**src/rtl/mem_arbiter.sv**
```systemverilog
// rtl/mem_arbiter.sv - two-port memory arbiter and sequencer with ROM write protection
//
// Serializes transactions from two masters (port 0: MIPS core, port 1: loader/debug)
// onto one memory port. Reads wait RD_LATENCY cycles for mem_rdata_i; writes below
// RAM_BASE are suppressed at the memory and reported with errN_o alongside ackN_o.
//
// Optional feature: define MEM_ARB_ROUND_ROBIN_EN for round-robin arbitration on
// simultaneous requests; otherwise port 0 has fixed priority.
//
// Ports:
//   clk, reset                       clock, asynchronous active-high reset
//   req*_i, we*_i, addr*_i, wdata*_i per-master request, direction, address, data
//   ack*_o, err*_o                   per-master completion pulse, ROM-write error
//   rdata_o                          registered read data shared by both masters
//   mem_addr_o, mem_wdata_o          address/data to memory, held between transactions
//   mem_we_o                         memory write enable, ISSUE cycle of RAM writes only
//   mem_rdata_i                      memory read data
module mem_arbiter #(
  parameter int                    DATA_WIDTH = 32,
  parameter logic [DATA_WIDTH-1:0] RAM_BASE   = DATA_WIDTH'(32'h1000_0000),
  parameter int                    RD_LATENCY = 1
) (
  input  logic                  clk,
  input  logic                  reset,
  input  logic                  req0_i,
  input  logic                  req1_i,
  input  logic                  we0_i,
  input  logic                  we1_i,
  input  logic [DATA_WIDTH-1:0] addr0_i,
  input  logic [DATA_WIDTH-1:0] addr1_i,
  input  logic [DATA_WIDTH-1:0] wdata0_i,
  input  logic [DATA_WIDTH-1:0] wdata1_i,
  output logic                  ack0_o,
  output logic                  ack1_o,
  output logic                  err0_o,
  output logic                  err1_o,
  output logic [DATA_WIDTH-1:0] rdata_o,
  output logic [DATA_WIDTH-1:0] mem_addr_o,
  output logic [DATA_WIDTH-1:0] mem_wdata_o,
  output logic                  mem_we_o,
  input  logic [DATA_WIDTH-1:0] mem_rdata_i
);

  typedef enum logic [1:0] {S_IDLE, S_ISSUE, S_WAIT, S_DONE} state_t;

  // WAIT lasts RD_LATENCY cycles; the counter runs 0..RD_LATENCY-1.
  localparam logic [1:0] CNT_LAST = 2'(RD_LATENCY - 1);

  state_t                state_q, state_d;
  logic                  owner_q, owner_d;
  logic                  we_q, we_d;
  logic [DATA_WIDTH-1:0] addr_q, addr_d;
  logic [DATA_WIDTH-1:0] wdata_q, wdata_d;
  logic [DATA_WIDTH-1:0] rdata_q, rdata_d;
  logic [1:0]            cnt_q, cnt_d;
  logic                  grant1;
  logic                  rom_hit;
`ifdef MEM_ARB_ROUND_ROBIN_EN
  logic                  last_q, last_d;
`endif

  assign mem_addr_o  = addr_q;
  assign mem_wdata_o = wdata_q;
  assign rdata_o     = rdata_q;
  assign rom_hit     = (addr_q < RAM_BASE);

  always_comb begin
    state_d  = state_q;
    owner_d  = owner_q;
    we_d     = we_q;
    addr_d   = addr_q;
    wdata_d  = wdata_q;
    rdata_d  = rdata_q;
    cnt_d    = cnt_q;
    ack0_o   = 1'b0;
    ack1_o   = 1'b0;
    err0_o   = 1'b0;
    err1_o   = 1'b0;
    mem_we_o = 1'b0;
`ifdef MEM_ARB_ROUND_ROBIN_EN
    last_d   = last_q;
    // On contention the port that was not granted last wins.
    grant1   = req1_i & (~req0_i | ~last_q);
`else
    grant1   = req1_i & ~req0_i;
`endif

    unique case (state_q)
      S_IDLE: begin
        if (req0_i || req1_i) begin
          owner_d = grant1;
          we_d    = grant1 ? we1_i    : we0_i;
          addr_d  = grant1 ? addr1_i  : addr0_i;
          wdata_d = grant1 ? wdata1_i : wdata0_i;
          state_d = S_ISSUE;
        end
      end
      S_ISSUE: begin
        mem_we_o = we_q & ~rom_hit;
        cnt_d    = 2'd0;
        state_d  = we_q ? S_DONE : S_WAIT;
      end
      S_WAIT: begin
        if (cnt_q == CNT_LAST) begin
          rdata_d = mem_rdata_i;
          cnt_d   = 2'd0;
          state_d = S_DONE;
        end else begin
          cnt_d   = cnt_q + 2'd1;
        end
      end
      S_DONE: begin
        ack0_o  = ~owner_q;
        ack1_o  = owner_q;
        err0_o  = ~owner_q & we_q & rom_hit;
        err1_o  = owner_q & we_q & rom_hit;
`ifdef MEM_ARB_ROUND_ROBIN_EN
        last_d  = owner_q;
`endif
        state_d = S_IDLE;
      end
      default: state_d = S_IDLE;
    endcase
  end

  always_ff @(posedge clk or posedge reset) begin
    if (reset) begin
      state_q <= S_IDLE;
      owner_q <= 1'b0;
      we_q    <= 1'b0;
      addr_q  <= '0;
      wdata_q <= '0;
      rdata_q <= '0;
      cnt_q   <= 2'd0;
`ifdef MEM_ARB_ROUND_ROBIN_EN
      last_q  <= 1'b1;
`endif
    end else begin
      state_q <= state_d;
      owner_q <= owner_d;
      we_q    <= we_d;
      addr_q  <= addr_d;
      wdata_q <= wdata_d;
      rdata_q <= rdata_d;
      cnt_q   <= cnt_d;
`ifdef MEM_ARB_ROUND_ROBIN_EN
      last_q  <= last_d;
`endif
    end
  end

endmodule
```
**config.mk**
```make
export PLATFORM = sky130hd
export DESIGN_NAME = mem_arbiter
export DESIGN_NICKNAME = d
export VERILOG_FILES = /design/src/rtl/mem_arbiter.sv
export SDC_FILE = /design/constraint.sdc
export NUM_CORES = 1
export LEC_CHECK = 0
export ABC_CLOCK_PERIOD_IN_PS = 5200
export CAP_MARGIN = 25
export CORE_MARGIN = 5
export CORE_UTILIZATION = 41
export DETAILED_ROUTE_END_ITERATION = 10
export PLACE_DENSITY = 0.83
export SETUP_SLACK_MARGIN = 0.2
export SYNTH_ARGS = -nofsm -noshare
export SYNTH_HDL_FRONTEND = slang
export SYNTH_SLANG_ARGS = --single-unit
```
**constraint.sdc**
```tcl
create_clock -name clk -period 5.2 [get_ports clk]
set_input_delay 1.3 -clock clk [delete_from_list [all_inputs] [get_ports clk]]
set_output_delay 1.3 -clock clk [all_outputs]
set_load 0.1 [all_outputs]
```
Word-level counts from Yosys, hierarchy flattened
Cells that the tools add are included.
{ "op_classes": {"n_lt_le_gt_ge": 1, "n_reduce_logical": 7, "n_eq_ne": 5, "n_addsub": 1, "n_bitwise": 9, "mux": 14} }
{ "op_table": {"columns": ["op", "n"], "rows": [
  ["two-way mux 32 bit", 2],
  ["< comparator 32 x 29 -> 1 bit, second input constant", 1],
  ["case mux 2 bit (4 select lines)", 1],
  ["two-way mux 1 bit", 7],
  ["bitwise AND 1 bit", 6],
  ["two-way mux 2 bit", 3],
  ["AND reduction 2 bit", 3],
  ["== test 2 bit, second input constant", 2],
  ["logical NOT 2 bit", 2],
  ["!= test 2 bit, second input constant", 2],
  ["case mux 2 bit (2 select lines)", 1],
  ["inverter 1 bit", 3],
  ["adder 2 x 1 -> 2 bit, second input constant", 1],
  ["== test 2 x 1 -> 1 bit, second input constant", 1],
  ["nonzero test 2 bit", 1],
  ["logical OR 1 bit", 1]
]} }
{ "word_totals": {"in_bits": 166, "out_inout_bits": 101, "word_cells": 44, "regBits": 102} }

Logic depth before layout (Yosys ltp)
Gate-level depths: netlist of run 1.
{ "logic_depth": {"word_depth": 4, "ltp_mapped": 7, "ltp_nobuf": 5} }

Worst setup path before layout of run 1
No wires, ideal clock.
{ "synth_timing": {"kind": "reg-to-output", "startpoint": "register addr_q[30], in the netlist mem_addr_o[30]", "endpoint": "output port err0_o", "path_buffers": 0, "path_stages_with_launch": 4, "path_slack_ns": 1.317, "arrival_time_ns": 2.583, "required_time_ns": 3.900, "cell_sequence": "dfrtp_1 nor4_1 nand3_1 nor2_1"} }
{ "synth_via": {"elab_chain_len": 3} }
{ "synth_lines": {"columns": ["element", "line", "text"], "rows": [
  ["start, declared", "52", "logic [DATA_WIDTH-1:0] addr_q, addr_d;"],
  ["start signal, assigned", "142", "addr_q <= addr_d;"],
  ["< comparator 32 x 29 -> 1 bit", "65", "assign rom_hit = (addr_q < RAM_BASE);"],
  ["bitwise AND 1 bit", "115", "err0_o = ~owner_q & we_q & rom_hit;"],
  ["two-way mux 1 bit", "88", "unique case (state_q)"],
  ["end, declared", "35", "output logic err0_o,"]
]} }
Every way passes these cells.

Worst setup path after layout of run 1
{ "layout_timing": {"startpoint": "register addr_q[29], in the netlist mem_addr_o[29]", "endpoint": "output port err1_o"} }
{ "layout_via": {"elab_chain_len": 3} }
{ "layout_lines": {"columns": ["element", "line", "text"], "rows": [
  ["< comparator 32 x 29 -> 1 bit", "65", null],
  ["bitwise AND 1 bit", "116", "err1_o = owner_q & we_q & rom_hit;"],
  ["two-way mux 1 bit", "88", null],
  ["end, declared", "36", "output logic err1_o,"]
]} }
Every way passes these cells.

==> results.sh, run 1 <==
export IMPL_synth_cell_type_count=26
export IMPL_cts_root_buf="clkbuf_8"
export IMPL_status="complete, no violations"
export IMPL_timing_max_cap_violations=0
export IMPL_layout_min_cycle_time_ps=3900
export IMPL_grt_pass1_wl_um=20500
export IMPL_yosysSeqAreaShare_pct=55.8
export IMPL_drv_slew=0
export IMPL_via_count=3779
export IMPL_worstPathMaxFanout=3
export IMPL_cts_buffer_depth=2
export IMPL_holdCritPathClass="register to register"
export IMPL_ctsHoldBuffers=0
export IMPL_start_util_pct=42.0
export IMPL_end_kind="primary output"
export IMPL_port_buffers=266
export IMPL_regArea_um2=2550
export IMPL_crit_end="err1_o"
export IMPL_tns_ps=0
export IMPL_crit_required_ps=3900
export IMPL_post_cts_setup_buffer_count=0
export IMPL_fin_ws_ps=1300
export IMPL_ys_seq_elements=102
export IMPL_fin_util_pct=69.2
export IMPL_rsz0062_at_grt="false"
export IMPL_nFillCells=823
export IMPL_cp_start_kind="register"
export IMPL_dp_cells=777
export IMPL_fin_crit_sh_pct=75.1
export IMPL_cts_buffers=9
export IMPL_timing_rr_start="state_q[0]"
export IMPL_nNetsFinal=820
export IMPL_synth_ff_type="dfrtp_1"
export IMPL_wl_um=13400
export IMPL_cts_tree="done"
export IMPL_wl_per_cell_um=16.9
export IMPL_cts_resized=0
export IMPL_diodes=0
export IMPL_initialDrtViolationCount=167
export IMPL_setup_viol=0
export IMPL_die_area_um2=13400
export IMPL_tightest_slew_ps=1070
export IMPL_ant_nets=0
export IMPL_io_pins=267
export IMPL_reg2reg_to="mem_addr_o[25]"
export IMPL_dr_pass1_iters=4
export IMPL_place_gp_congestion=0.781
export IMPL_clkLatencyLatePin_ps=350
export IMPL_reg2reg_depth=5
export IMPL_clock_sinks=102
export IMPL_drcViolationCount=0
export IMPL_r2r_slack_ps=3310
export IMPL_clock_skew_final_ps=7.77
export IMPL_htreeDepth=3
export IMPL_ys_warn_count=0
export IMPL_synth_area_per_cell_um2=11.8
export IMPL_finalHoldViolCount=0
export IMPL_whs_path_depth=2
export IMPL_startpoint="mem_addr_o[29]"
export IMPL_arrival_ps=2600
export IMPL_drive_gt1_share_pct=8.74
export IMPL_critPathKind="register to primary output"
export IMPL_vias_per_cell=4.77
export IMPL_multi_input_area_um2=1810
export IMPL_grt_pass1_vias=4138
export IMPL_grt_overflow=0
export IMPL_grt_usage_pct=19.6
export IMPL_synth_edf_count=0
export IMPL_rows=38
export IMPL_core_area_um2=10900
export IMPL_fin_cells=792
export IMPL_place_ws_ps=1630
export IMPL_async_flop_share_pct=100
export IMPL_place_hpwl_um=10700
export IMPL_syn_inst=389
export IMPL_antenna_found_initial=0
export IMPL_grt_start_max_net_pins=103
export IMPL_max_freq_mhz=256
export IMPL_die_width_um=116
export IMPL_syn_area_um2=4570
export IMPL_slew_limit_headroom_pct=28.3
export IMPL_syn_nets=561
export IMPL_die_h_um=116
export IMPL_clk_pin_slew_ps=90
export IMPL_area_delta_synth_final_pct=64.7
cell families (layout without fill, tap and decap cells):
group	count (synthesis)	count (layout)	share of synthesized area [%]
flip-flops	102	102	55.8
multiplexers	98	98	22.4
AND/OR/NAND/NOR	79	79	7.03
AO/OA/AOI/OAI	73	73	8.29
buffers and inverters	31	294	4.87
adder cells (fa/ha/maj)	6	6	1.64
cell usage in the layout, fill, tap and decap left out:
cell type        synthesis  final
mux2_2                  33     33
o21ai_4                  0      1
clkinvlp_4               0      1
inv_4                    0      1
nand2b_1                 1      1
nor3_1                   1      1
ha_1                     6      6
buf_12                   5      2
clkbuf_8                 0      9
a21oi_1                  2      2
nand2_1                 67     67
mux2i_1                 65     65
nor2b_4                  1      1
nor2b_1                  1      1
inv_1                    7      6
buf_4                    2      4
nor4_1                   1      1
nor2_1                   3      3
nand3_1                  3      3
dfrtp_1                102    102
clkdlybuf4s50_1          0    266
clkinv_4                 0      1
bufinv_16                0      3
o21ai_1                 50     50
and2_1                   1      1
o21a_1                   1      1
o31a_1                   1      1
clkinv_2                 0      1
a41oi_1                  1      1
o21ai_0                 17     17
area by class of cell:
cell class	count	area share, %
repair buffers	272	36.3
flip-flops and latches	102	33.9
multi-input cells	256	24.0
well taps	140	2.33
clock buffers	9	1.65
clock inverters	6	1.48
inverters	7	0.382
synthesized netlist by cell type (2+ instances only):
master      n  area, um^2
clkbuf_1   11        41.3
buf_12      5         100
ha_1        6        75.1
nor2_1      3        11.3
buf_4       2        15.0
nand2_1    67         251
o21ai_0    17        85.1
mux2_2     33         372
nand3_1     3        15.0
a21oi_1     2        10.0
dfrtp_1   102        2550
mux2i_1    65         651
o21ai_1    50         250
inv_1       7        26.3
buf_2       5        25.0
worst min-delay path by stage:
stage                           end             from  slack (ps)
floorplan                      we_q             we_q         480
global placement     mem_addr_o[21]   mem_addr_o[21]         460
detailed placement  mem_wdata_o[28]  mem_wdata_o[28]         480
CTS                   mem_addr_o[7]    mem_addr_o[7]         500
global route        mem_wdata_o[18]  mem_wdata_o[18]         510
finish                mem_addr_o[7]    mem_addr_o[7]         490
sequential cells by signal, indices dropped and copies added, names as in the netlist:
register     cells
mem_wdata_o     32
cnt_q            2
state_q          2
mem_addr_o      32
we_q             1
owner_q          1
rdata_o         32
per-layer routing:
layer	GRT usage [%]	part of all wire (%)
met5	0	0
met4	7.35	2.3
met3	6.21	8.8
met2	35.1	51
met1	21.9	38
stage by stage:
stage,hold WS (ps),instance area [um^2]
2_1_floorplan,477,4570
3_3_place_gp,463,7290
3_5_place_dp,475,7290
4_1_cts,496,7530
5_1_grt,512,7530
6_report,491,7530
critical path, cell delays in order (launching register included):
cell	delay (ps)
dfrtp_1	410
nor4_1	380
nand3_1	180
nor2_1	130
clkdlybuf4s50_1	1160
Power of run 1 is not shown: default switching activity piles up to over one toggle a cycle in this logic, so the estimate is an artifact.
==> inputs of run 2 (changes only) <==
ABC_CLOCK_PERIOD_IN_PS = 3400   (was 5200)
CORE_UTILIZATION = 34   (was 41)
PLACE_DENSITY = 0.73   (was 0.83)
clock period = 3.4 ns   (was 5.2 ns; I/O delays follow)
==> results.sh, run 2 (synthesis gave the netlist of run 1 again) <==
export IMPL_status="complete, no violations"
export IMPL_fin_cells=831
export IMPL_clk_pin_slew_ps=70
export IMPL_rsz0062_at_grt="false"
export IMPL_slew_limit_headroom_pct=52.9
export IMPL_antenna_found_initial=0
export IMPL_dp_cells=815
export IMPL_port_buffers=266
export IMPL_core_area_um2=13200
export IMPL_layout_commonest_cell="clkdlybuf4s50_1"
export IMPL_place_gp_congestion=0.836
export IMPL_holdCritPathClass="register to register"
export IMPL_diodes=0
export IMPL_grt_pass1_vias=4133
export IMPL_grt_usage_pct=17.0
export IMPL_area_delta_synth_final_pct=61.9
export IMPL_grt_pass1_wl_um=21800
export IMPL_dr_pass1_iters=4
export IMPL_htreeDepth=3
export IMPL_clkLatencyLatePin_ps=340
export IMPL_post_cts_setup_buffer_count=0
export IMPL_die_h_um=126
export IMPL_cp_start_kind="register"
export IMPL_clock_skew_final_ps=7.72
export IMPL_tightest_slew_ps=706
export IMPL_cts_resized=0
export IMPL_rows=42
export IMPL_finalHoldViolCount=0
export IMPL_clock_sinks=102
export IMPL_arrival_ps=1720
export IMPL_layout_min_cycle_time_ps=2570
export IMPL_place_ws_ps=781
export IMPL_grt_overflow=0
export IMPL_fin_ws_ps=825
export IMPL_tns_ps=0
export IMPL_end_kind="primary output"
export IMPL_vias_per_cell=4.63
export IMPL_io_pins=267
export IMPL_cts_tree="done"
export IMPL_start_util_pct=34.7
export IMPL_placed_cell_area_um2=7100
export IMPL_drv_slew=0
export IMPL_wl_per_cell_um=16.4
export IMPL_die_width_um=126
export IMPL_place_hpwl_um=10800
export IMPL_nNetsFinal=822
export IMPL_final_cell_mix="clkdlybuf4s50_1, buf_4, dfrtp_1, nand2_1, mux2i_1"
export IMPL_setup_viol=0
export IMPL_grt_start_max_net_pins=71
export IMPL_worstPathMaxFanout=3
export IMPL_initialDrtViolationCount=164
export IMPL_timing_max_cap_violations=0
export IMPL_max_freq_mhz=388
export IMPL_drive_gt1_share_pct=24.4
export IMPL_cts_buffers=9
export IMPL_stdcell_area_um2=7400
export IMPL_wl_um=13700
export IMPL_drcViolationCount=0
export IMPL_ant_nets=0
export IMPL_die_area_um2=15900
export IMPL_cts_buffer_depth=2
export IMPL_critPathKind="register to primary output"
export IMPL_ctsHoldBuffers=0
export IMPL_fin_crit_sh_pct=75.7
export IMPL_cts_root_buf="clkbuf_16"
export IMPL_via_count=3848
export IMPL_crit_required_ps=2550
-- run 2: cell types whose count changed in the layout (fill, tap and decap cells not counted), sizes merged --
cell | before | now
clkdlybuf4s50 | 266 | 165
buf | 6 | 109
bufinv | 3 | 1
clkbuf | 9 | 11
inv | 7 | 6
clkinvlp | 1 | 3
-- run 2: cell type report --
cell class              count  area [um^2]
clock buffers              11          243
clock inverters             5         58.8
fillers                  1152         5790
inverters                   7         30.0
multi-input cells         256         1810
flip-flops and latches    102         2550
well taps                 176          220
repair buffers            274         2490
-- run 2: final timing paths --
check / slack (ps) / cells past startpoint / from / endpoint
min in group asynchronous: 980 / 2 / reset / mem_wdata_o[4]
worst min-delay path: 480 / 2 / mem_addr_o[19] / mem_addr_o[19]
max in group asynchronous: 1740 / 3 / reset / rdata_o[21]
worst min register to register: 480 / 2 / mem_addr_o[19] / mem_addr_o[19]
worst max-delay path: 830 / 4 / mem_addr_o[31] / err0_o
worst max register to register: 1540 / 5 / state_q[0] / mem_addr_o[26]
-- run 2: layer usage --
metal  vias up  GRT usage (%)  routed length [um]
li1       1860              -                   -
met2       157           29.7                6920
met3        26           4.53                1020
met5         -              0                   0
met1      1805           19.7                5280
met4         0           7.57                 429
-- run 2: worst max-delay path: stages (launching register included) --
cell and delay (ps):
dfrtp_1 440, nor4_1 370, nand3_1 170, nor2_1 110, buf_4 300
-- run 2: per-stage QoR --
stage                     hold slack [ps]  utilization [%]
final                                 484             56.1
after floorplan                       477                -
after global routing                  503             56.1
after global placement                465             53.9
after CTS                             492             56.1
after detailed placement              476             53.9
Power of run 2 is left out for the same reason.
